### src/rtl/i2c_pkg.sv
// rtl/i2c_pkg.sv - shared I2C constants and target state encoding
//
// Constants shared by the I2C target and the I2C master controller:
//   ADDR_WIDTH  7-bit addressing only
//   RW_BIT      bit index of R/W in the address byte (1 = read)
//   I2C_ACK     SDA level for acknowledge
//   I2C_NACK    SDA level for not-acknowledge
//   i2c_state_t target state machine encoding
package i2c_pkg;

    localparam int   ADDR_WIDTH = 7;
    localparam int   RW_BIT     = 0;
    localparam logic I2C_ACK    = 1'b0;
    localparam logic I2C_NACK   = 1'b1;

    typedef enum logic [2:0] {
        ST_IDLE      = 3'd0,
        ST_ADDR      = 3'd1,
        ST_ADDR_ACK  = 3'd2,
        ST_WR_DATA   = 3'd3,
        ST_WR_ACK    = 3'd4,
        ST_RD_DATA   = 3'd5,
        ST_RD_ACK    = 3'd6,
        ST_WAIT_STOP = 3'd7
    } i2c_state_t;

endpackage

### src/rtl/i2c_target_if.sv
// rtl/i2c_target_if.sv - pin and core-side signals of the I2C target
//
// Pin side:  scl_in, sda_in (asynchronous pin levels), sda_oe (1 pulls SDA low)
// Core side: rx_data/rx_valid (written bytes), tx_data/tx_load (read bytes),
//            busy, start_det, stop_det status pulses/levels
// Modports:  slave  - the target itself
//            master - the environment driving the pins and the core side
interface i2c_target_if;

    logic       scl_in;
    logic       sda_in;
    logic       sda_oe;
    logic [7:0] rx_data;
    logic       rx_valid;
    logic [7:0] tx_data;
    logic       tx_load;
    logic       busy;
    logic       start_det;
    logic       stop_det;

    modport slave (
        input  scl_in,
        input  sda_in,
        input  tx_data,
        output sda_oe,
        output rx_data,
        output rx_valid,
        output tx_load,
        output busy,
        output start_det,
        output stop_det
    );

    modport master (
        output scl_in,
        output sda_in,
        output tx_data,
        input  sda_oe,
        input  rx_data,
        input  rx_valid,
        input  tx_load,
        input  busy,
        input  start_det,
        input  stop_det
    );

endinterface

### src/rtl/i2c_sync_edge.sv
// rtl/i2c_sync_edge.sv - pin synchroniser with history flop and edge decode
//
// Ports:
//   clk, rst  system clock, synchronous active-high reset
//   din       asynchronous pin level
//   level     synchronised level
//   rise      one-cycle pulse when level goes 0->1
//   fall      one-cycle pulse when level goes 1->0
// All flops reset to 1 so an idle-high bus produces no edge after reset.
module i2c_sync_edge #(
    parameter int STAGES = 2
) (
    input  logic clk,
    input  logic rst,
    input  logic din,
    output logic level,
    output logic rise,
    output logic fall
);

    logic [STAGES-1:0] sync_q;
    logic              hist_q;

    always_ff @(posedge clk) begin
        if (rst) begin
            sync_q <= '1;
            hist_q <= 1'b1;
        end else begin
            sync_q <= {sync_q[STAGES-2:0], din};
            hist_q <= sync_q[STAGES-1];
        end
    end

    assign level = sync_q[STAGES-1];
    assign rise  = sync_q[STAGES-1] & ~hist_q;
    assign fall  = ~sync_q[STAGES-1] & hist_q;

endmodule

### src/rtl/i2c_target.sv
// rtl/i2c_target.sv - I2C target with fixed 7-bit address, read and write
//
// Ports:
//   clk           system clock, at least 16x the SCL frequency
//   rst           synchronous active-high reset
//   bus.scl_in    SCL pin level (asynchronous)
//   bus.sda_in    SDA pin level (asynchronous)
//   bus.sda_oe    1 pulls SDA low, 0 releases it; SCL is never driven
//   bus.rx_data   last byte written by the master, valid with rx_valid
//   bus.rx_valid  one-cycle pulse per received byte
//   bus.tx_data   byte to return on a read, captured while tx_load=1
//   bus.tx_load   one-cycle pulse requesting/capturing the next read byte
//   bus.busy      high from address match until STOP, mismatch or NACK
//   bus.start_det one-cycle pulse on START or repeated START
//   bus.stop_det  one-cycle pulse on STOP
module i2c_target
    import i2c_pkg::*;
#(
    parameter logic [ADDR_WIDTH-1:0] TARGET_ADDR = 7'h42,
    parameter int                    SYNC_STAGES = 2
) (
    input  logic         clk,
    input  logic         rst,
    i2c_target_if.slave  bus
);

    logic scl_lvl, scl_rise, scl_fall;
    logic sda_lvl, sda_rise, sda_fall;
    logic start_c, stop_c;

    i2c_state_t state;
    logic [2:0] bit_cnt;
    logic [7:0] shift;
    logic       ack_seen;
    logic       sda_oe_q;
    logic [7:0] rx_data_q;
    logic       rx_valid_q;
    logic       tx_load_q;
    logic       busy_q;
    logic       start_det_q;
    logic       stop_det_q;

    i2c_sync_edge #(.STAGES(SYNC_STAGES)) u_scl (
        .clk   (clk),
        .rst   (rst),
        .din   (bus.scl_in),
        .level (scl_lvl),
        .rise  (scl_rise),
        .fall  (scl_fall)
    );

    i2c_sync_edge #(.STAGES(SYNC_STAGES)) u_sda (
        .clk   (clk),
        .rst   (rst),
        .din   (bus.sda_in),
        .level (sda_lvl),
        .rise  (sda_rise),
        .fall  (sda_fall)
    );

    // Both pins share the same synchroniser depth, so SDA edges are judged
    // against the SCL level that was present when SDA actually moved.
    assign start_c = sda_fall & scl_lvl;
    assign stop_c  = sda_rise & scl_lvl;

    always_ff @(posedge clk) begin
        if (rst) begin
            state       <= ST_IDLE;
            bit_cnt     <= 3'd7;
            shift       <= 8'h00;
            ack_seen    <= 1'b0;
            sda_oe_q    <= 1'b0;
            rx_data_q   <= 8'h00;
            rx_valid_q  <= 1'b0;
            tx_load_q   <= 1'b0;
            busy_q      <= 1'b0;
            start_det_q <= 1'b0;
            stop_det_q  <= 1'b0;
        end else begin
            rx_valid_q  <= 1'b0;
            tx_load_q   <= 1'b0;
            start_det_q <= start_c;
            stop_det_q  <= stop_c;

            if (stop_c) begin
                state    <= ST_IDLE;
                bit_cnt  <= 3'd7;
                sda_oe_q <= 1'b0;
                busy_q   <= 1'b0;
                ack_seen <= 1'b0;
            end else if (start_c) begin
                // Any partial byte is dropped; the address phase restarts.
                state    <= ST_ADDR;
                bit_cnt  <= 3'd7;
                sda_oe_q <= 1'b0;
                ack_seen <= 1'b0;
            end else begin
                case (state)
                    ST_ADDR: begin
                        if (scl_rise) begin
                            shift   <= {shift[6:0], sda_lvl};
                            bit_cnt <= bit_cnt - 3'd1;
                            if (bit_cnt == 3'd0) begin
                                // shift[6:0] holds the seven address bits; the
                                // bit arriving now is R/W.
                                if (shift[6:0] == TARGET_ADDR) begin
                                    state  <= ST_ADDR_ACK;
                                    busy_q <= 1'b1;
                                end else begin
                                    state  <= ST_WAIT_STOP;
                                    busy_q <= 1'b0;
                                end
                            end
                        end
                    end

                    ST_ADDR_ACK, ST_WR_ACK: begin
                        // sda_oe doubles as the phase flag: the first fall opens
                        // the ACK slot, the second one closes it.
                        if (scl_fall) begin
                            if (!sda_oe_q) begin
                                sda_oe_q <= 1'b1;
                            end else if (state == ST_ADDR_ACK && shift[RW_BIT]) begin
                                // Keep SDA low until the first data bit is known.
                                state     <= ST_RD_DATA;
                                bit_cnt   <= 3'd7;
                                tx_load_q <= 1'b1;
                            end else begin
                                state    <= ST_WR_DATA;
                                bit_cnt  <= 3'd7;
                                sda_oe_q <= 1'b0;
                            end
                        end
                    end

                    ST_WR_DATA: begin
                        if (scl_rise) begin
                            shift   <= {shift[6:0], sda_lvl};
                            bit_cnt <= bit_cnt - 3'd1;
                            if (bit_cnt == 3'd0) begin
                                rx_data_q  <= {shift[6:0], sda_lvl};
                                rx_valid_q <= 1'b1;
                                state      <= ST_WR_ACK;
                            end
                        end
                    end

                    ST_RD_DATA: begin
                        if (tx_load_q) begin
                            shift    <= bus.tx_data;
                            sda_oe_q <= ~bus.tx_data[7];
                        end else if (scl_fall) begin
                            bit_cnt <= bit_cnt - 3'd1;
                            if (bit_cnt == 3'd0) begin
                                sda_oe_q <= 1'b0;
                                ack_seen <= 1'b0;
                                state    <= ST_RD_ACK;
                            end else begin
                                // Rotate rather than shift: the byte is reloaded
                                // from tx_data before it is sent again.
                                shift    <= {shift[6:0], shift[7]};
                                sda_oe_q <= ~shift[6];
                            end
                        end
                    end

                    ST_RD_ACK: begin
                        if (scl_rise) begin
                            if (sda_lvl == I2C_NACK) begin
                                state  <= ST_WAIT_STOP;
                                busy_q <= 1'b0;
                            end else begin
                                ack_seen <= 1'b1;
                            end
                        end else if (scl_fall && ack_seen) begin
                            ack_seen  <= 1'b0;
                            state     <= ST_RD_DATA;
                            bit_cnt   <= 3'd7;
                            tx_load_q <= 1'b1;
                        end
                    end

                    default: begin
                        // IDLE and WAIT_STOP only react to START/STOP.
                    end
                endcase
            end
        end
    end

    assign bus.sda_oe    = sda_oe_q;
    assign bus.rx_data   = rx_data_q;
    assign bus.rx_valid  = rx_valid_q;
    assign bus.tx_load   = tx_load_q;
    assign bus.busy      = busy_q;
    assign bus.start_det = start_det_q;
    assign bus.stop_det  = stop_det_q;

endmodule

### src/flat_wrapper.sv
// flat-port wrapper written by rule: the top's interface ports become plain ports
module i2c_target_flat import i2c_pkg::*;
#(
    parameter logic [ADDR_WIDTH-1:0] TARGET_ADDR = 7'h42,
    parameter int                    SYNC_STAGES = 2
)
  (clk, rst, bus_scl_in, bus_sda_in, bus_tx_data, bus_sda_oe, bus_rx_data, bus_rx_valid, bus_tx_load, bus_busy, bus_start_det, bus_stop_det);
  i2c_target_if bus_i ();
  input  logic clk;
  input  logic rst;
  input wire logic [$bits(bus_i.scl_in)-1:0] bus_scl_in;
  input wire logic [$bits(bus_i.sda_in)-1:0] bus_sda_in;
  input wire logic [$bits(bus_i.tx_data)-1:0] bus_tx_data;
  output wire logic [$bits(bus_i.sda_oe)-1:0] bus_sda_oe;
  output wire logic [$bits(bus_i.rx_data)-1:0] bus_rx_data;
  output wire logic [$bits(bus_i.rx_valid)-1:0] bus_rx_valid;
  output wire logic [$bits(bus_i.tx_load)-1:0] bus_tx_load;
  output wire logic [$bits(bus_i.busy)-1:0] bus_busy;
  output wire logic [$bits(bus_i.start_det)-1:0] bus_start_det;
  output wire logic [$bits(bus_i.stop_det)-1:0] bus_stop_det;
  assign bus_i.scl_in = bus_scl_in;
  assign bus_i.sda_in = bus_sda_in;
  assign bus_i.tx_data = bus_tx_data;
  assign bus_sda_oe = bus_i.sda_oe;
  assign bus_rx_data = bus_i.rx_data;
  assign bus_rx_valid = bus_i.rx_valid;
  assign bus_tx_load = bus_i.tx_load;
  assign bus_busy = bus_i.busy;
  assign bus_start_det = bus_i.start_det;
  assign bus_stop_det = bus_i.stop_det;
  i2c_target #(.TARGET_ADDR(TARGET_ADDR), .SYNC_STAGES(SYNC_STAGES)) u_core (.clk(clk), .rst(rst), .bus(bus_i));
endmodule
### config.mk
export PLATFORM = sky130hd
export DESIGN_NAME = i2c_target_flat
export DESIGN_NICKNAME = d
export VERILOG_FILES = /design/src/rtl/i2c_pkg.sv /design/src/rtl/i2c_target_if.sv /design/src/rtl/i2c_sync_edge.sv /design/src/rtl/i2c_target.sv /design/src/flat_wrapper.sv
export SDC_FILE = /design/constraint.sdc
export NUM_CORES = 1
export LEC_CHECK = 0
export BUFFER_PORTS_ARGS = -buffer_cell sky130_fd_sc_hd__buf_4
export CAP_MARGIN = 25
export CORE_UTILIZATION = 38
export DETAILED_ROUTE_END_ITERATION = 8
export GPL_TIMING_DRIVEN = 0
export MAX_ROUTING_LAYER = met4
export PLACE_DENSITY = 0.61
export SLEW_MARGIN = 15
export SYNTH_ARGS = -nofsm -noshare
export SYNTH_HDL_FRONTEND = slang
export SYNTH_SLANG_ARGS = --single-unit
### constraint.sdc
create_clock -name clk -period 2.3 [get_ports clk]
set_clock_uncertainty 0.1 [all_clocks]
set_input_delay 0.23 -clock clk [delete_from_list [all_inputs] [get_ports clk]]
set_output_delay 0.23 -clock clk [all_outputs]
set_load 0.01 [all_outputs]
Word level (Yosys, flattened, before mapping)
Index checks and enable logic that the tools add are counted.
Cells by class
  bitwise gates (word level): 16
  reductions and logical operators: 23
  mux-type cells: 55
  equal/unequal tests: 37
  add/subtract/negate cells: 1
Operators by type and width (number)
  3-bit two-way mux: 21
  8-bit two-way mux: 4
  3-bit by 1-bit inequality test with 1-bit output (second input constant): 10
  12-bit AND reduction: 2
  1-bit two-way mux: 23
  2-bit by 1-bit inequality test with 1-bit output (second input constant): 11
  6-bit AND reduction: 3
  8-bit case mux with 2 select lines: 1
  3-bit case mux with 5 select lines: 1
  3-bit case mux with 4 select lines: 1
  1-bit inverter: 10
  3-bit equality test (second input constant): 3
  1-bit case mux with 2 select lines: 4
  8-bit AND reduction: 1
  2-bit nonzero test: 4
  7-bit equality test (second input constant): 1
  1-bit AND: 6
  3-bit by 2-bit equality test with 1-bit output (second input constant): 2
  2-bit inequality test (second input constant): 3
  3-bit by 2-bit inequality test with 1-bit output (second input constant): 2
  3-bit inequality test (second input constant): 2
  6-bit nonzero test: 1
  2-bit OR reduction: 3
  5-bit AND reduction: 1
  other kinds (11): 12
Word-level totals
  logic and storage cells: 148
  input bits: 12
  output and inout port bits: 14
  register bits: 35

Longest topological paths before layout
Gate-level depths: netlist of the first run.
  depth after elaboration: 7
  depth in mapped cells: 8
  mapped depth without buffers: 7

By module
From an unflattened synthesis of the first run, not the netlist that was laid out.
Unflattened totals
  cell total of the unflattened synthesis: 220
  area, all modules: 1846.8 sq um
Modules (own cells, without submodules)
  i2c_target: sequential area each 580.6 sq um, times used 1, area each 1661.6 sq um, cells each 204
  i2c_sync_edge: sequential area each 60.1 sq um, times used 2, area each 92.6 sq um, cells each 8

Worst setup path after synthesis of the first run
Ideal clock, no wire load.
  kind: reg2reg
  start point: register u_core.bit_cnt[0]
  end point: register u_core.state[1]
  arrival time: 1.839 ns
  path buffers: 0
  slack: 0.240 ns
  stages on the path, launching flop included: 8
  data required time: 2.079 ns
  period minus slack after synthesis: 2.060 ns
  setup time: 0.121 ns
  path through: dfxtp_1 inv_1 ha_1 ha_1 nor4bb_1 o32ai_1 nor4b_4 mux2_2
Between the ends
  word-level cells in the longest chain between the ends: 3
  elaborated cells between the ends (all ways): 5
  those cells by class: eq/ne: 3; reduce/logical: 2
Ends and longest elaborated chain
  from (decl): RTL line i2c_target.sv:32  | logic [2:0] bit_cnt;
  from (signal assigned): RTL line i2c_target.sv:102  | bit_cnt <= bit_cnt - 3'd1;
  from (signal assigned): RTL line i2c_target.sv:139  | bit_cnt <= bit_cnt - 3'd1;
  from (signal assigned): RTL line i2c_target.sv:153  | bit_cnt <= bit_cnt - 3'd1;
  3-bit logical NOT (*): RTL line i2c_target.sv:103, i2c_target.sv:140, i2c_target.sv:154
  2-bit by 1-bit inequality test with 1-bit output (no line)
  12-bit AND reduction (no line) (*)
  to (signal assigned): RTL line i2c_target.sv:107  | state <= ST_ADDR_ACK;
  to (signal assigned): RTL line i2c_target.sv:143  | state <= ST_WR_ACK;
  to (signal assigned): RTL line i2c_target.sv:157  | state <= ST_RD_ACK;
  to (decl): RTL line i2c_target.sv:31  | i2c_state_t state;
Mark *: on every way between the ends. The rest lies on a longest branch, timed or not.
A chain may end at the register's enable or synchronous reset.

Worst setup path after layout of the first run
  start point: register u_core.bit_cnt[0]
  end point: register u_core.rx_data_q[3] (netlist: u_core.bus.rx_data[3])
Between the ends
  word-level cells in the longest chain between the ends: 2
Ends and longest elaborated chain
  3-bit logical NOT: RTL line i2c_target.sv:140  | if (bit_cnt == 3'd0) begin
  5-bit AND reduction (no line)
  to (signal assigned): RTL line i2c_target.sv:141  | rx_data_q <= {shift[6:0], sda_lvl};
  to (decl): RTL line i2c_target.sv:36  | logic [7:0] rx_data_q;
No other way between the ends.

==> impl_metrics.prom, run 1 <==
# TYPE chip_impl_metric gauge
chip_impl_metric{name="data_arrival_time_of_the_critical_path",unit="ns"} 2.22
chip_impl_metric{name="muxShareOfSynthArea",unit=""} 0.108
chip_impl_metric{name="final_standard_cell_utilization_of_the_core",unit=""} 0.481
chip_impl_metric{name="die_height",unit="um"} 73.8
chip_impl_metric{name="reg2reg_depth",unit=""} 7
chip_impl_metric{name="dp_slack",unit="ns"} -0.0114
chip_impl_info{name="timing.critical_path.cells",value="inv_1 -> ha_1 -> ha_2 -> nand3b_4 -> a2111oi_4 -> mux2i_1 -> nor2_1"} 1
chip_impl_info{name="synthFlopType",value="sky130_fd_sc_hd__dfxtp_1"} 1
chip_impl_metric{name="maxSlewViolCount",unit=""} 0
chip_impl_metric{name="grt_overflow_total",unit=""} 0
chip_impl_metric{name="wl_met3",unit="um"} 185
chip_impl_info{name="reg2reg_launch_point",value="u_core.bit_cnt[0]"} 1
chip_impl_metric{name="fin_tns_setup",unit="ns"} 0
chip_impl_metric{name="ff_latch_area",unit="um^2"} 701
chip_impl_metric{name="drtIter0Drc",unit=""} 64
chip_impl_metric{name="setup_violations",unit=""} 0
chip_impl_metric{name="final.fill_count",unit=""} 486
chip_impl_metric{name="first_global_vias",unit=""} 1620
chip_impl_metric{name="synth_warnings",unit=""} 0
chip_impl_metric{name="ant_nets",unit=""} 0
chip_impl_metric{name="grt_start_max_net_pins",unit=""} 12
chip_impl_metric{name="initial_core_util",unit=""} 0.404
chip_impl_metric{name="multi_input_area",unit="mm^2"} 0.00114
chip_impl_metric{name="fmax",unit="GHz"} 0.464
chip_impl_info{name="worst_min_path_class",value="in2reg"} 1
chip_impl_metric{name="post_synth.cell_area_avg",unit="um^2"} 9.12
chip_impl_metric{name="routed-via-count",unit=""} 1657
chip_impl_info{name="final_common_cell",value="sky130_fd_sc_hd__dfxtp_1"} 1
chip_impl_metric{name="drt-pass1-iter-count",unit=""} 5
chip_impl_metric{name="cts.htree.levels",unit=""} 2
chip_impl_metric{name="mappedNetlistNets",unit=""} 229
chip_impl_metric{name="gp_congestion",unit=""} 0.905
chip_impl_metric{name="met1Wirelength",unit="mm"} 2.37
chip_impl_metric{name="proportion_of_layout_cells_with_a_drive_suffix_above_1",unit=""} 0.234
chip_impl_info{name="highest_layer",value="met4"} 1
chip_impl_metric{name="cp_max_fo",unit=""} 8
chip_impl_metric{name="hpwlAfterDp",unit="mm"} 3.30
chip_impl_info{name="cts_tree",value="done"} 1
chip_impl_metric{name="reg2reg_setup_slack",unit="ns"} 0.14
chip_impl_metric{name="grt_first_pass_wirelength",unit="mm"} 7.76
chip_impl_metric{name="core_region_area",unit="mm^2"} 0.00485
chip_impl_metric{name="synthesis.instances",unit=""} 215
chip_impl_metric{name="power-per-cell-area",unit="mW/mm^2"} 491
chip_impl_metric{name="fin_worst_hold_slack",unit="ns"} 0.0228
chip_impl_info{name="holdPathEnd",value="u_core.u_scl.sync_q[0]"} 1
chip_impl_info{name="worst_path_dominant_cell_family",value="compound AO/OA/AOI/OAI gates"} 1
chip_impl_info{name="final_cell_mix",value="35 x sky130_fd_sc_hd__dfxtp_1, 26 x sky130_fd_sc_hd__buf_4, 25 x sky130_fd_sc_hd__nor2_1"} 1
chip_impl_metric{name="wl_met2",unit="mm"} 1.91
chip_impl_metric{name="fin_ws",unit="ns"} 0.144
chip_impl_info{name="rr_endpoint",value="u_core.bus.rx_data[3]"} 1
chip_impl_info{name="unrepaired_setup_endpoints_after_global_routing",value="false"} 1
chip_impl_metric{name="timing.final.hold_violations",unit=""} 0
chip_impl_metric{name="clock_transition_time_at_the_flip_flop_clock_pins_of_the_worst_setup_and_hold_paths",unit="ns"} 0.07
chip_impl_metric{name="fin_crit_sh",unit=""} 0.937
chip_impl_metric{name="synth_area",unit="mm^2"} 0.00196
chip_impl_metric{name="num-nets-final",unit=""} 261
chip_impl_metric{name="max_stage_delay",unit="ns"} 0.71
chip_impl_metric{name="ctsLongestPathBuffers",unit=""} 2
chip_impl_info{name="crit_start",value="u_core.bit_cnt[0]"} 1
chip_impl_metric{name="synth_compound_gate_area_share",unit=""} 0.193
chip_impl_metric{name="maxCapViolations",unit=""} 0
chip_impl_metric{name="cellLeakagePower",unit="nW"} 0.958
chip_impl_metric{name="tritoncts.num_buffers",unit=""} 5
chip_impl_metric{name="top_level_ports",unit=""} 26
chip_impl_info{name="criticalPathCategory",value="reg2reg"} 1
chip_impl_metric{name="clock_insertion_delay_worst_skew",unit="ns"} 0.29
chip_impl_metric{name="route.detailed.drc",unit=""} 0
chip_impl_info{name="cts.root.buffer_cell",value="sky130_fd_sc_hd__clkbuf_8"} 1
chip_impl_metric{name="timing.hold.worst_path_depth",unit=""} 2
chip_impl_metric{name="finalPower",unit="mW"} 1.14
chip_impl_metric{name="slew_headroom",unit=""} 0.469
chip_impl_metric{name="grt_antenna_before_repair",unit=""} 0
chip_impl_metric{name="n_antenna_cell",unit=""} 0
chip_impl_metric{name="drt-wirelength-per-cell",unit="um"} 14.4
chip_impl_metric{name="synth_edf_count",unit=""} 0
chip_impl_info{name="combinational_family_with_the_most_area_after_synthesis",value="simple AND/OR/NAND/NOR gates"} 1
chip_impl_metric{name="max-vdd-ir-drop",unit="mV"} 0.328
chip_impl_metric{name="synth_simple_gate_area_frac",unit=""} 0.242
chip_impl_metric{name="synth_fa_ha_area_frac",unit=""} 0.0128
chip_impl_metric{name="area.growth.synth_to_final",unit="%"} 19.0
chip_impl_metric{name="globalRouteTotalUtil",unit=""} 0.194
chip_impl_metric{name="crit_buf_inv",unit=""} 1
chip_impl_metric{name="cts-hold-fix-buffers",unit=""} 0
chip_impl_metric{name="flops_latches_synth",unit=""} 35
chip_impl_metric{name="period_needed",unit="ns"} 2.16
chip_impl_info{name="status",value="completed"} 1
chip_impl_metric{name="actual_transition_at_the_worst_max_transition_pin",unit="ns"} 0.796
chip_impl_metric{name="dieWidth",unit="um"} 73.8
chip_impl_metric{name="placementRows",unit=""} 25
chip_impl_metric{name="required",unit="ns"} 2.36
chip_impl_info{name="holdCritStartpoint",value="bus_scl_in"} 1
chip_impl_metric{name="async_reset_ff_frac",unit=""} 0
chip_impl_info{name="critPathCaptureType",value="flip-flop"} 1
chip_impl_metric{name="detail_route.vias_per_cell",unit=""} 5.26
chip_impl_metric{name="number_of_buffers_added_on_ports",unit=""} 24
chip_impl_info{name="critical_path.startpoint_type",value="flip-flop"} 1
chip_impl_metric{name="synth_xor_xnor_area_share",unit=""} 0.0185
chip_impl_info{name="cp_slowest_cell",value="sky130_fd_sc_hd__a2111oi_4"} 1
chip_impl_metric{name="ys_seq_area_frac",unit=""} 0.357
chip_impl_metric{name="netlist-cell-type-count",unit=""} 52
chip_impl_metric{name="numClockSinks",unit=""} 35
chip_impl_metric{name="die_area",unit="mm^2"} 0.00545
chip_impl_metric{name="wl",unit="mm"} 4.54
[cell type report]
class,count,share of cell area
plain buffers,17,0.0483
clock buffers,6,0.0311
clock inverters,2,0.00536
inverters,6,0.00966
multi-input cells,157,0.489
flip-flops and latches,35,0.300
well taps,67,0.0359
repair buffers,25,0.0805
[layer usage]
metal / up-vias / global-route usage
li1: 841 / -
met2: 38 / 0.281
met1: 770 / 0.264
met5: - / -
met3: 8 / 0.0425
met4: 0 / 0.0684
[logic make-up after synthesis]
group | count (synthesis)
AOI/OAI and AO/OA | 51
xor gates and xnor gates | 2
adders and majority gates | 2
buffers and inverters | 23
DFF | 35
muxes | 21
and+or+nand+nor | 81
[how the worst max path moves through the flow]
| stage | to | cells after the start |
|---|---|---|
| 3_5_place_dp | u_core.state[1] | 7 |
| 3_3_place_gp | u_core.state[1] | 7 |
| 2_1_floorplan | u_core.state[1] | 7 |
| 5_1_grt | u_core.bit_cnt[1] | 7 |
| 6_report | u_core.bus.rx_data[3] | 7 |
| 4_1_cts | u_core.state[1] | 7 |
[state kept, by name (all words and copies together), names as in the netlist]
| register | cells |
|---|---|
| u_core.bus.sda_oe | 1 |
| u_core.bus.stop_det | 1 |
| u_core.u_scl.hist_q | 1 |
| u_core.state | 3 |
| u_core.bit_cnt | 3 |
| u_core.u_sda.sync_q | 2 |
| u_core.bus.busy | 1 |
| u_core.bus.rx_valid | 1 |
| u_core.bus.tx_load | 1 |
| u_core.bus.rx_data | 8 |
| u_core.u_scl.sync_q | 2 |
| u_core.ack_seen | 1 |
| u_core.shift | 8 |
| u_core.u_sda.hist_q | 1 |
| u_core.bus.start_det | 1 |
[through the flow]
stage | std cells | area, um^2
global placement | 306 | 2220
CTS | 314 | 2320
floorplan | 215 | 1960
detailed placement | 306 | 2220
global route | 315 | 2330
finish | 315 | 2330
[synthesized netlist by cell type (all sizes together), types with 3 or more instances]
cell,count,area (um^2)
nand2b,4,27.5
or2,6,37.5
buf,5,46.3
nand3b,6,57.6
nand3,4,20.0
dfxtp,35,701
clkbuf,12,66.3
a31oi,3,18.8
o41ai,8,70.1
nor2,25,93.8
a21oi,7,35.0
nand2,8,30.0
inv,6,22.5
nor3,4,20.0
mux2i,20,200
nor2b,10,62.6
o21ai,13,65.1
[where the power goes]
| group | internal (mW) | switching (mW) | total [mW] |
|---|---|---|---|
| sequential | 0.612 | 0.00418 | 0.616 |
| combinational | 0.0407 | 0.0550 | 0.0957 |
| clock | 0.211 | 0.221 | 0.432 |
| total | 0.864 | 0.280 | 1.14 |
[what timing repair did]
item,in CTS,in global routing
endpoints found under the setup margin,1,17
resized for setup,1,2
pin swaps,0,1
buffers inserted,0,1
Power figures use the tool's default switching activity.
==> inputs of run 2 (changes only) <==
--- a/config.mk
+++ b/config.mk
@@ -7,11 +7,12 @@
 export LEC_CHECK = 0
 export BUFFER_PORTS_ARGS = -buffer_cell sky130_fd_sc_hd__buf_4
 export CAP_MARGIN = 25
+export CORE_ASPECT_RATIO = 0.75
 export CORE_UTILIZATION = 38
 export DETAILED_ROUTE_END_ITERATION = 8
 export GPL_TIMING_DRIVEN = 0
 export MAX_ROUTING_LAYER = met4
-export PLACE_DENSITY = 0.61
+export SETUP_SLACK_MARGIN = 0.2
 export SLEW_MARGIN = 15
 export SYNTH_ARGS = -nofsm -noshare
 export SYNTH_HDL_FRONTEND = slang
==> run 2 against run 1 <==
  * The run now ends with DRC left
  * Largest cell class unchanged
  * Setup slack better by 0.17 ns
  * Sequential share of layout area is 0.69 points lower
  * Cell count down 1.9%
  * Sequential power about the same
  * Final area up 2.4%
  * First-iteration DRC count increased by 110%
  * Global-route usage barely moved
  * Highest routed layer unchanged
==> impl_metrics.prom, run 2 (synthesis gave the netlist of run 1 again) <==
# TYPE chip_impl_metric gauge
chip_impl_metric{name="core_region_area",unit="mm^2"} 0.00493
chip_impl_metric{name="numClockSinks",unit=""} 35
chip_impl_metric{name="grt_start_max_net_pins",unit=""} 11
chip_impl_info{name="cts.root.buffer_cell",value="sky130_fd_sc_hd__clkbuf_8"} 1
chip_impl_metric{name="setup_violations",unit=""} 0
chip_impl_metric{name="first_global_vias",unit=""} 1580
chip_impl_metric{name="max-vdd-ir-drop",unit="mV"} 0.376
chip_impl_metric{name="n_antenna_cell",unit=""} 0
chip_impl_info{name="status",value="finished with violations"} 1
chip_impl_metric{name="tritoncts.num_buffers",unit=""} 5
chip_impl_metric{name="maxCapViolations",unit=""} 0
chip_impl_metric{name="timing.final.hold_violations",unit=""} 0
chip_impl_info{name="worst_path_dominant_cell_family",value="simple AND/OR/NAND/NOR gates"} 1
chip_impl_metric{name="ff_latch_area",unit="um^2"} 701
chip_impl_metric{name="clock_transition_time_at_the_flip_flop_clock_pins_of_the_worst_setup_and_hold_paths",unit="ns"} 0.07
chip_impl_metric{name="globalRouteTotalUtil",unit=""} 0.194
chip_impl_info{name="criticalPathCategory",value="reg2reg"} 1
chip_impl_metric{name="detail_route.vias_per_cell",unit=""} 5.56
chip_impl_metric{name="clock_insertion_delay_worst_skew",unit="ns"} 0.29
chip_impl_metric{name="slew_headroom",unit=""} 0.659
chip_impl_metric{name="p_comb_frac",unit=""} 0.085
chip_impl_metric{name="power-per-cell-area",unit="mW/mm^2"} 490
chip_impl_metric{name="layout.cells.non_filler",unit=""} 309
chip_impl_metric{name="gp_congestion",unit=""} 0.899
chip_impl_info{name="crit_start",value="u_core.bit_cnt[0]"} 1
chip_impl_metric{name="maxSlewViolCount",unit=""} 0
chip_impl_info{name="critPathCaptureType",value="flip-flop"} 1
chip_impl_metric{name="crit_buf_inv",unit=""} 1
chip_impl_info{name="holdCritStartpoint",value="bus_scl_in"} 1
chip_impl_metric{name="actual_transition_at_the_worst_max_transition_pin",unit="ns"} 0.512
chip_impl_metric{name="top_level_ports",unit=""} 26
chip_impl_metric{name="num-nets-final",unit=""} 263
chip_impl_metric{name="route.detailed.drc",unit=""} 2
chip_impl_info{name="failed_checks",value="DRC"} 1
chip_impl_metric{name="cellLeakagePower",unit="nW"} 0.987
chip_impl_metric{name="drt-pass1-iter-count",unit=""} 6
chip_impl_metric{name="p_int",unit="uW"} 888
chip_impl_metric{name="p_sw",unit="uW"} 282
chip_impl_metric{name="routed-via-count",unit=""} 1719
chip_impl_metric{name="fmax",unit="GHz"} 0.504
chip_impl_metric{name="fin_crit_sh",unit=""} 0.863
chip_impl_metric{name="cts.htree.levels",unit=""} 2
chip_impl_metric{name="crit_cells",unit=""} 7
chip_impl_metric{name="grt_antenna_before_repair",unit=""} 0
chip_impl_metric{name="ctsLongestPathBuffers",unit=""} 2
chip_impl_metric{name="final_area",unit="mm^2"} 0.00239
chip_impl_metric{name="data_arrival_time_of_the_critical_path",unit="ns"} 2.07
chip_impl_info{name="cp_slowest_cell",value="sky130_fd_sc_hd__mux2_2"} 1
chip_impl_metric{name="drtIter0Drc",unit=""} 133
chip_impl_metric{name="required",unit="ns"} 2.38
chip_impl_metric{name="max_stage_delay",unit="ns"} 0.36
chip_impl_metric{name="drt-wirelength-per-cell",unit="um"} 15.3
chip_impl_metric{name="initial_core_util",unit=""} 0.398
chip_impl_metric{name="area.growth.synth_to_final",unit="%"} 21.8
chip_impl_metric{name="reg2reg_depth",unit=""} 7
chip_impl_metric{name="power_frac_seq",unit=""} 0.527
chip_impl_metric{name="placementRows",unit=""} 22
chip_impl_metric{name="net_sw_frac",unit=""} 0.241
chip_impl_info{name="final_cell_mix",value="35 x sky130_fd_sc_hd__dfxtp_1, 27 x sky130_fd_sc_hd__buf_4, 25 x sky130_fd_sc_hd__nor2_1"} 1
chip_impl_metric{name="wl",unit="mm"} 4.74
chip_impl_metric{name="dp.cells",unit=""} 299
chip_impl_info{name="worst_min_path_class",value="in2reg"} 1
chip_impl_metric{name="multi_input_area",unit="mm^2"} 0.00117
chip_impl_metric{name="placedInstanceArea",unit="mm^2"} 0.00222
chip_impl_info{name="timing.critical_path.cells",value="inv_1 -> ha_1 -> ha_4 -> nor4bb_4 -> o32ai_2 -> nor4b_4 -> mux2_2"} 1
chip_impl_metric{name="cp_max_fo",unit=""} 6
chip_impl_metric{name="die_area",unit="mm^2"} 0.00545
chip_impl_info{name="reg2reg_launch_point",value="u_core.bit_cnt[0]"} 1
chip_impl_metric{name="timing.hold.worst_path_depth",unit=""} 2
chip_impl_metric{name="dieWidth",unit="um"} 84.9
chip_impl_info{name="final_common_cell",value="sky130_fd_sc_hd__dfxtp_1"} 1
chip_impl_info{name="cts_tree",value="done"} 1
chip_impl_metric{name="ant_nets",unit=""} 0
chip_impl_metric{name="final.fill_count",unit=""} 489
chip_impl_info{name="critical_path.startpoint_type",value="flip-flop"} 1
chip_impl_metric{name="proportion_of_layout_cells_with_a_drive_suffix_above_1",unit=""} 0.257
chip_impl_metric{name="die_height",unit="um"} 64.2
chip_impl_metric{name="period_needed",unit="ns"} 1.98
chip_impl_metric{name="number_of_buffers_added_on_ports",unit=""} 24
chip_impl_metric{name="hpwlAfterDp",unit="mm"} 3.42
chip_impl_metric{name="grt_first_pass_wirelength",unit="mm"} 7.83
chip_impl_info{name="unrepaired_setup_endpoints_after_global_routing",value="false"} 1
chip_impl_metric{name="pwr-share-clk",unit=""} 0.389
chip_impl_metric{name="grt_overflow_total",unit=""} 0
==> run 2: changes by cell type in the layout (fill, tap and decap cells not counted) <==
cell	before	now
sky130_fd_sc_hd__a211oi_1	1	0
sky130_fd_sc_hd__nor4bb_2	1	0
sky130_fd_sc_hd__clkbuf_8	7	8
sky130_fd_sc_hd__buf_4	26	27
sky130_fd_sc_hd__nor4bb_4	0	1
sky130_fd_sc_hd__o32ai_1	1	0
sky130_fd_sc_hd__a211oi_2	0	1
sky130_fd_sc_hd__clkbuf_1	10	7
sky130_fd_sc_hd__clkinvlp_4	1	0
sky130_fd_sc_hd__ha_4	0	1
sky130_fd_sc_hd__buf_12	0	1
sky130_fd_sc_hd__ha_2	1	0
sky130_fd_sc_hd__clkbuf_2	1	3
sky130_fd_sc_hd__o32ai_2	0	1
==> run 2: final cells by class <==
class / instances / share of cell area
clock inverters: 1 / 0.00210
clock buffers: 6 / 0.0346
inverters: 6 / 0.00943
repair buffers: 27 / 0.0901
flip-flops and latches: 35 / 0.294
multi-input cells: 157 / 0.491
plain buffers: 17 / 0.0482
well taps: 60 / 0.0314
==> run 2: per-stage QoR <==
stage / power [mW] / setup TNS, ns / setup WS (ns) / utilization / hold slack [ns]
4_1_cts: 1.19 / 0 / 0.199 / 0.475 / 0.0101
3_5_place_dp: 0.726 / -0.0504 / -0.0504 / 0.450 / 0.294
5_1_grt: 1.22 / 0 / 0.199 / 0.485 / 0.0118
6_report: 1.17 / 0 / 0.315 / 0.485 / 0.0168
2_1_floorplan: 0.693 / 0 / 0.240 / - / 0.234
3_3_place_gp: 0.727 / -0.0867 / -0.0867 / 0.450 / 0.292
==> run 2: final timing paths <==
kind                            end  slack, ns
max                 u_core.state[1]       0.32
min          u_core.u_scl.sync_q[0]       0.02
max reg2reg         u_core.state[1]       0.32
min reg2reg  u_core.u_scl.sync_q[1]       0.31
==> run 2: power by group through the flow <==
stage / Clock, mW / Combinational, mW / Sequential (mW)
floorplan: 0 / 0.0631 / 0.630
global placement: 0 / 0.0968 / 0.630
detailed placement: 0 / 0.0958 / 0.630
CTS: 0.474 / 0.0979 / 0.616
global route: 0.499 / 0.108 / 0.617
finish: 0.455 / 0.0990 / 0.617
==> run 2: repair_timing <==
item	CTS	global route
buffers inserted	1	2
endpoints found under the setup margin	22	19
hold buffers	0	0
pin swaps	2	2
gates resized for setup	5	6
==> run 2: layer usage <==
| layer | vias up | GRT usage | wire length [um] |
|---|---|---|---|
| met3 | 11 | 0.0478 | 379 |
| met2 | 64 | 0.265 | 1840 |
| met4 | 0 | 0.0869 | 97 |
| li1 | 841 | - | - |
| met5 | - | - | 0 |
| met1 | 803 | 0.267 | 2420 |
==> run 2: worst reg2reg max path, delay by kind of cell (launching register included) <==
family | cells | cell delay [ns]
DFF | 1 | 0.32
buffers and inverters | 1 | 0.06
muxes | 1 | 0.36
and+or+nand+nor | 2 | 0.51
AOI/OAI and AO/OA | 1 | 0.14
adders and majority gates | 2 | 0.38
==> inputs of run 3 (changes only) <==
--- a/config.mk
+++ b/config.mk
@@ -5,11 +5,11 @@
 export SDC_FILE = /design/constraint.sdc
 export NUM_CORES = 1
 export LEC_CHECK = 0
-export BUFFER_PORTS_ARGS = -buffer_cell sky130_fd_sc_hd__buf_4
 export CAP_MARGIN = 25
 export CORE_ASPECT_RATIO = 0.75
 export CORE_UTILIZATION = 38
 export DETAILED_ROUTE_END_ITERATION = 8
+export DONT_BUFFER_PORTS = 1
 export GPL_TIMING_DRIVEN = 0
 export MAX_ROUTING_LAYER = met4
 export SETUP_SLACK_MARGIN = 0.2
==> constraint.sdc (replaced) <==
create_clock -name clk -period 1.8 [get_ports clk]
set_clock_uncertainty 0.1 [all_clocks]
set_input_delay 0.18 -clock clk [delete_from_list [all_inputs] [get_ports clk]]
set_output_delay 0.18 -clock clk [all_outputs]
set_load 0.01 [all_outputs]
==> run 3 against run 2 <==
  * The run ends with DRC, setup timing left
  * Combinational power increased by 29%
  * Register-to-register slack lost 0.45 ns
  * Wire length is 6.5% higher
  * Non-clock buffer count decreased by 13
  * Flip-flop and latch count is the same
==> impl_metrics.prom, run 3 (synthesis gave the netlist of run 1 again) <==
# TYPE chip_impl_metric gauge
chip_impl_info{name="cts_tree",value="done"} 1
chip_impl_metric{name="drt-pass1-iter-count",unit=""} 6
chip_impl_metric{name="drt-wirelength-per-cell",unit="um"} 17.0
chip_impl_metric{name="routed-via-count",unit=""} 1640
chip_impl_metric{name="actual_transition_at_the_worst_max_transition_pin",unit="ns"} 0.506
chip_impl_metric{name="die_area",unit="mm^2"} 0.00545
chip_impl_metric{name="fin_tns_setup",unit="ns"} -0.459
chip_impl_metric{name="core_region_area",unit="mm^2"} 0.00493
chip_impl_metric{name="dieWidth",unit="um"} 84.9
chip_impl_metric{name="num-nets-final",unit=""} 250
chip_impl_metric{name="pwr-share-clk",unit=""} 0.408
chip_impl_metric{name="detail_route.vias_per_cell",unit=""} 5.52
chip_impl_metric{name="tritoncts.num_buffers",unit=""} 5
chip_impl_metric{name="grt_antenna_before_repair",unit=""} 0
chip_impl_metric{name="finalPower",unit="mW"} 1.55
chip_impl_info{name="final_cell_mix",value="29 x sky130_fd_sc_hd__dfxtp_1, 25 x sky130_fd_sc_hd__nor2_1, 19 x sky130_fd_sc_hd__mux2i_1"} 1
chip_impl_metric{name="power_frac_seq",unit=""} 0.509
chip_impl_metric{name="n_antenna_cell",unit=""} 0
chip_impl_metric{name="wl",unit="mm"} 5.05
chip_impl_metric{name="slew_headroom",unit=""} 0.660
chip_impl_metric{name="max-vdd-ir-drop",unit="mV"} 0.539
chip_impl_metric{name="cts.htree.levels",unit=""} 2
chip_impl_info{name="final_common_cell",value="sky130_fd_sc_hd__dfxtp_1"} 1
chip_impl_metric{name="clock_transition_time_at_the_flip_flop_clock_pins_of_the_worst_setup_and_hold_paths",unit="ns"} 0.07
chip_impl_metric{name="net_sw_frac",unit=""} 0.237
chip_impl_metric{name="grt_first_pass_wirelength",unit="mm"} 8.22
chip_impl_info{name="unrepaired_setup_endpoints_after_global_routing",value="true"} 1
chip_impl_metric{name="p_sw",unit="uW"} 367
chip_impl_info{name="failed_checks",value="DRC, setup timing"} 1
chip_impl_metric{name="reg2reg_setup_slack",unit="ns"} -0.14
chip_impl_metric{name="clock_insertion_delay_worst_skew",unit="ns"} 0.29
chip_impl_metric{name="required",unit="ns"} 1.87
chip_impl_metric{name="number_of_buffers_added_on_ports",unit=""} 0
chip_impl_metric{name="setup_violations",unit=""} 9
chip_impl_metric{name="power-per-cell-area",unit="mW/mm^2"} 630
chip_impl_metric{name="maxSlewViolCount",unit=""} 0
chip_impl_metric{name="fin_ws",unit="ns"} -0.137
chip_impl_metric{name="cp_max_fo",unit=""} 5
chip_impl_metric{name="grt_overflow_total",unit=""} 0
chip_impl_metric{name="maxCapViolations",unit=""} 0
chip_impl_metric{name="die_height",unit="um"} 64.2
chip_impl_metric{name="placementRows",unit=""} 22
chip_impl_info{name="criticalPathCategory",value="reg2reg"} 1
chip_impl_metric{name="proportion_of_layout_cells_with_a_drive_suffix_above_1",unit=""} 0.300
chip_impl_metric{name="ant_nets",unit=""} 0
chip_impl_metric{name="hpwlAfterDp",unit="mm"} 3.43
chip_impl_metric{name="timing.final.hold_violations",unit=""} 0
chip_impl_metric{name="first_global_vias",unit=""} 1523
chip_impl_metric{name="fin_crit_sh",unit=""} 1.08
chip_impl_metric{name="fmax",unit="GHz"} 0.516
chip_impl_metric{name="top_level_ports",unit=""} 26
chip_impl_metric{name="data_arrival_time_of_the_critical_path",unit="ns"} 2.01
chip_impl_info{name="critPathCaptureType",value="flip-flop"} 1
chip_impl_metric{name="initial_core_util",unit=""} 0.398
chip_impl_metric{name="p_int",unit="mW"} 1.18
chip_impl_metric{name="cellLeakagePower",unit="nW"} 0.972
chip_impl_metric{name="period_needed",unit="ns"} 1.94
chip_impl_metric{name="p_comb_frac",unit=""} 0.083
chip_impl_info{name="cts.root.buffer_cell",value="sky130_fd_sc_hd__clkbuf_8"} 1
chip_impl_metric{name="globalRouteTotalUtil",unit=""} 0.203
chip_impl_metric{name="numClockSinks",unit=""} 35
chip_impl_metric{name="drtIter0Drc",unit=""} 146
chip_impl_info{name="worst_min_path_class",value="in2reg"} 1
chip_impl_metric{name="route.detailed.drc",unit=""} 3
chip_impl_metric{name="grt_start_max_net_pins",unit=""} 11
chip_impl_info{name="status",value="finished with violations"} 1
chip_impl_metric{name="area.growth.synth_to_final",unit="%"} 25.4
chip_impl_metric{name="gp_congestion",unit=""} 0.872
chip_impl_metric{name="ctsLongestPathBuffers",unit=""} 2
chip_impl_info{name="critical_path.startpoint_type",value="flip-flop"} 1
[run 3: cell types whose count changed in the layout (fill, tap and decap cells not counted), moves of 3 or more]
cell                      before  now
sky130_fd_sc_hd__buf_4        27   12
sky130_fd_sc_hd__dfxtp_1      35   29
sky130_fd_sc_hd__dfxtp_2       0    5
sky130_fd_sc_hd__inv_1         6    2
sky130_fd_sc_hd__o21ai_0      13    9
sky130_fd_sc_hd__o21ai_1       0    4
sky130_fd_sc_hd__inv_2         0    3
[run 3: power groups by stage]
stage | Clock, mW | Sequential [mW] | Combinational, mW
6_report | 0.632 | 0.788 | 0.128
5_1_grt | 0.678 | 0.788 | 0.139
4_1_cts | 0.637 | 0.789 | 0.116
3_5_place_dp | 0 | 0.807 | 0.108
3_3_place_gp | 0 | 0.806 | 0.108
2_1_floorplan | 0 | 0.805 | 0.0836
[run 3: through the flow]
| stage | hold slack, ns | util | instance area [um^2] | cells | setup slack [ns] |
|---|---|---|---|---|---|
| after floorplan | 0.184 | - | 2040 | 215 | -0.105 |
| after global placement | 0.186 | 0.429 | 2120 | 275 | -0.267 |
| after detailed placement | 0.187 | 0.429 | 2120 | 275 | -0.262 |
| after CTS | 0.0209 | 0.475 | 2340 | 291 | -0.124 |
| after global routing | 0.0340 | 0.499 | 2460 | 297 | -0.205 |
| final | 0.0281 | 0.499 | 2460 | 297 | -0.137 |
[run 3: final timing paths]
kind	start	end	cells past startpoint
hold reg to reg	u_core.u_sda.sync_q[0]	u_core.u_sda.sync_q[1]	1
setup reg to reg	u_core.bit_cnt[1]	u_core.state[1]	7
hold / removal	bus_tx_data[3]	u_core.shift[3]	2
setup / recovery	u_core.bit_cnt[1]	u_core.state[1]	7
[run 3: final cells by class]
class | count | area [um^2]
fill | 461 | 2470
multi-input combinational | 157 | 1260
sequential | 35 | 711
buffer | 17 | 155
timing repair buffer | 14 | 128
clock buffer | 8 | 100
tap | 60 | 75.1
inverter | 6 | 26.3
[run 3: worst max-delay path: stages, from the launching register on]
cell and delay [ns]:
sky130_fd_sc_hd__dfxtp_2 0.32, sky130_fd_sc_hd__inv_2 0.06, sky130_fd_sc_hd__ha_4 0.13, sky130_fd_sc_hd__ha_4 0.17
sky130_fd_sc_hd__nor4bb_4 0.24, sky130_fd_sc_hd__o32ai_2 0.14, sky130_fd_sc_hd__nor4b_4 0.34, sky130_fd_sc_hd__mux2_4 0.32
[run 3: layer usage]
layer,GRT usage,up-vias,routed length (um)
li1,-,826,-
met1,0.298,770,2720
met2,0.272,39,2060
met3,0.0504,5,223
met4,0.0508,0,46
met5,-,-,0
[run 3: repair_timing]
action / in CTS / in global routing
hold endpoints to repair: 2 / 0
gates resized for setup: 15 / 25
endpoints found under the setup margin: 26 / 26
cloned: 0 / 0
hold buffers: 2 / 0
buffers inserted: 6 / 6
pin swaps: 6 / 8
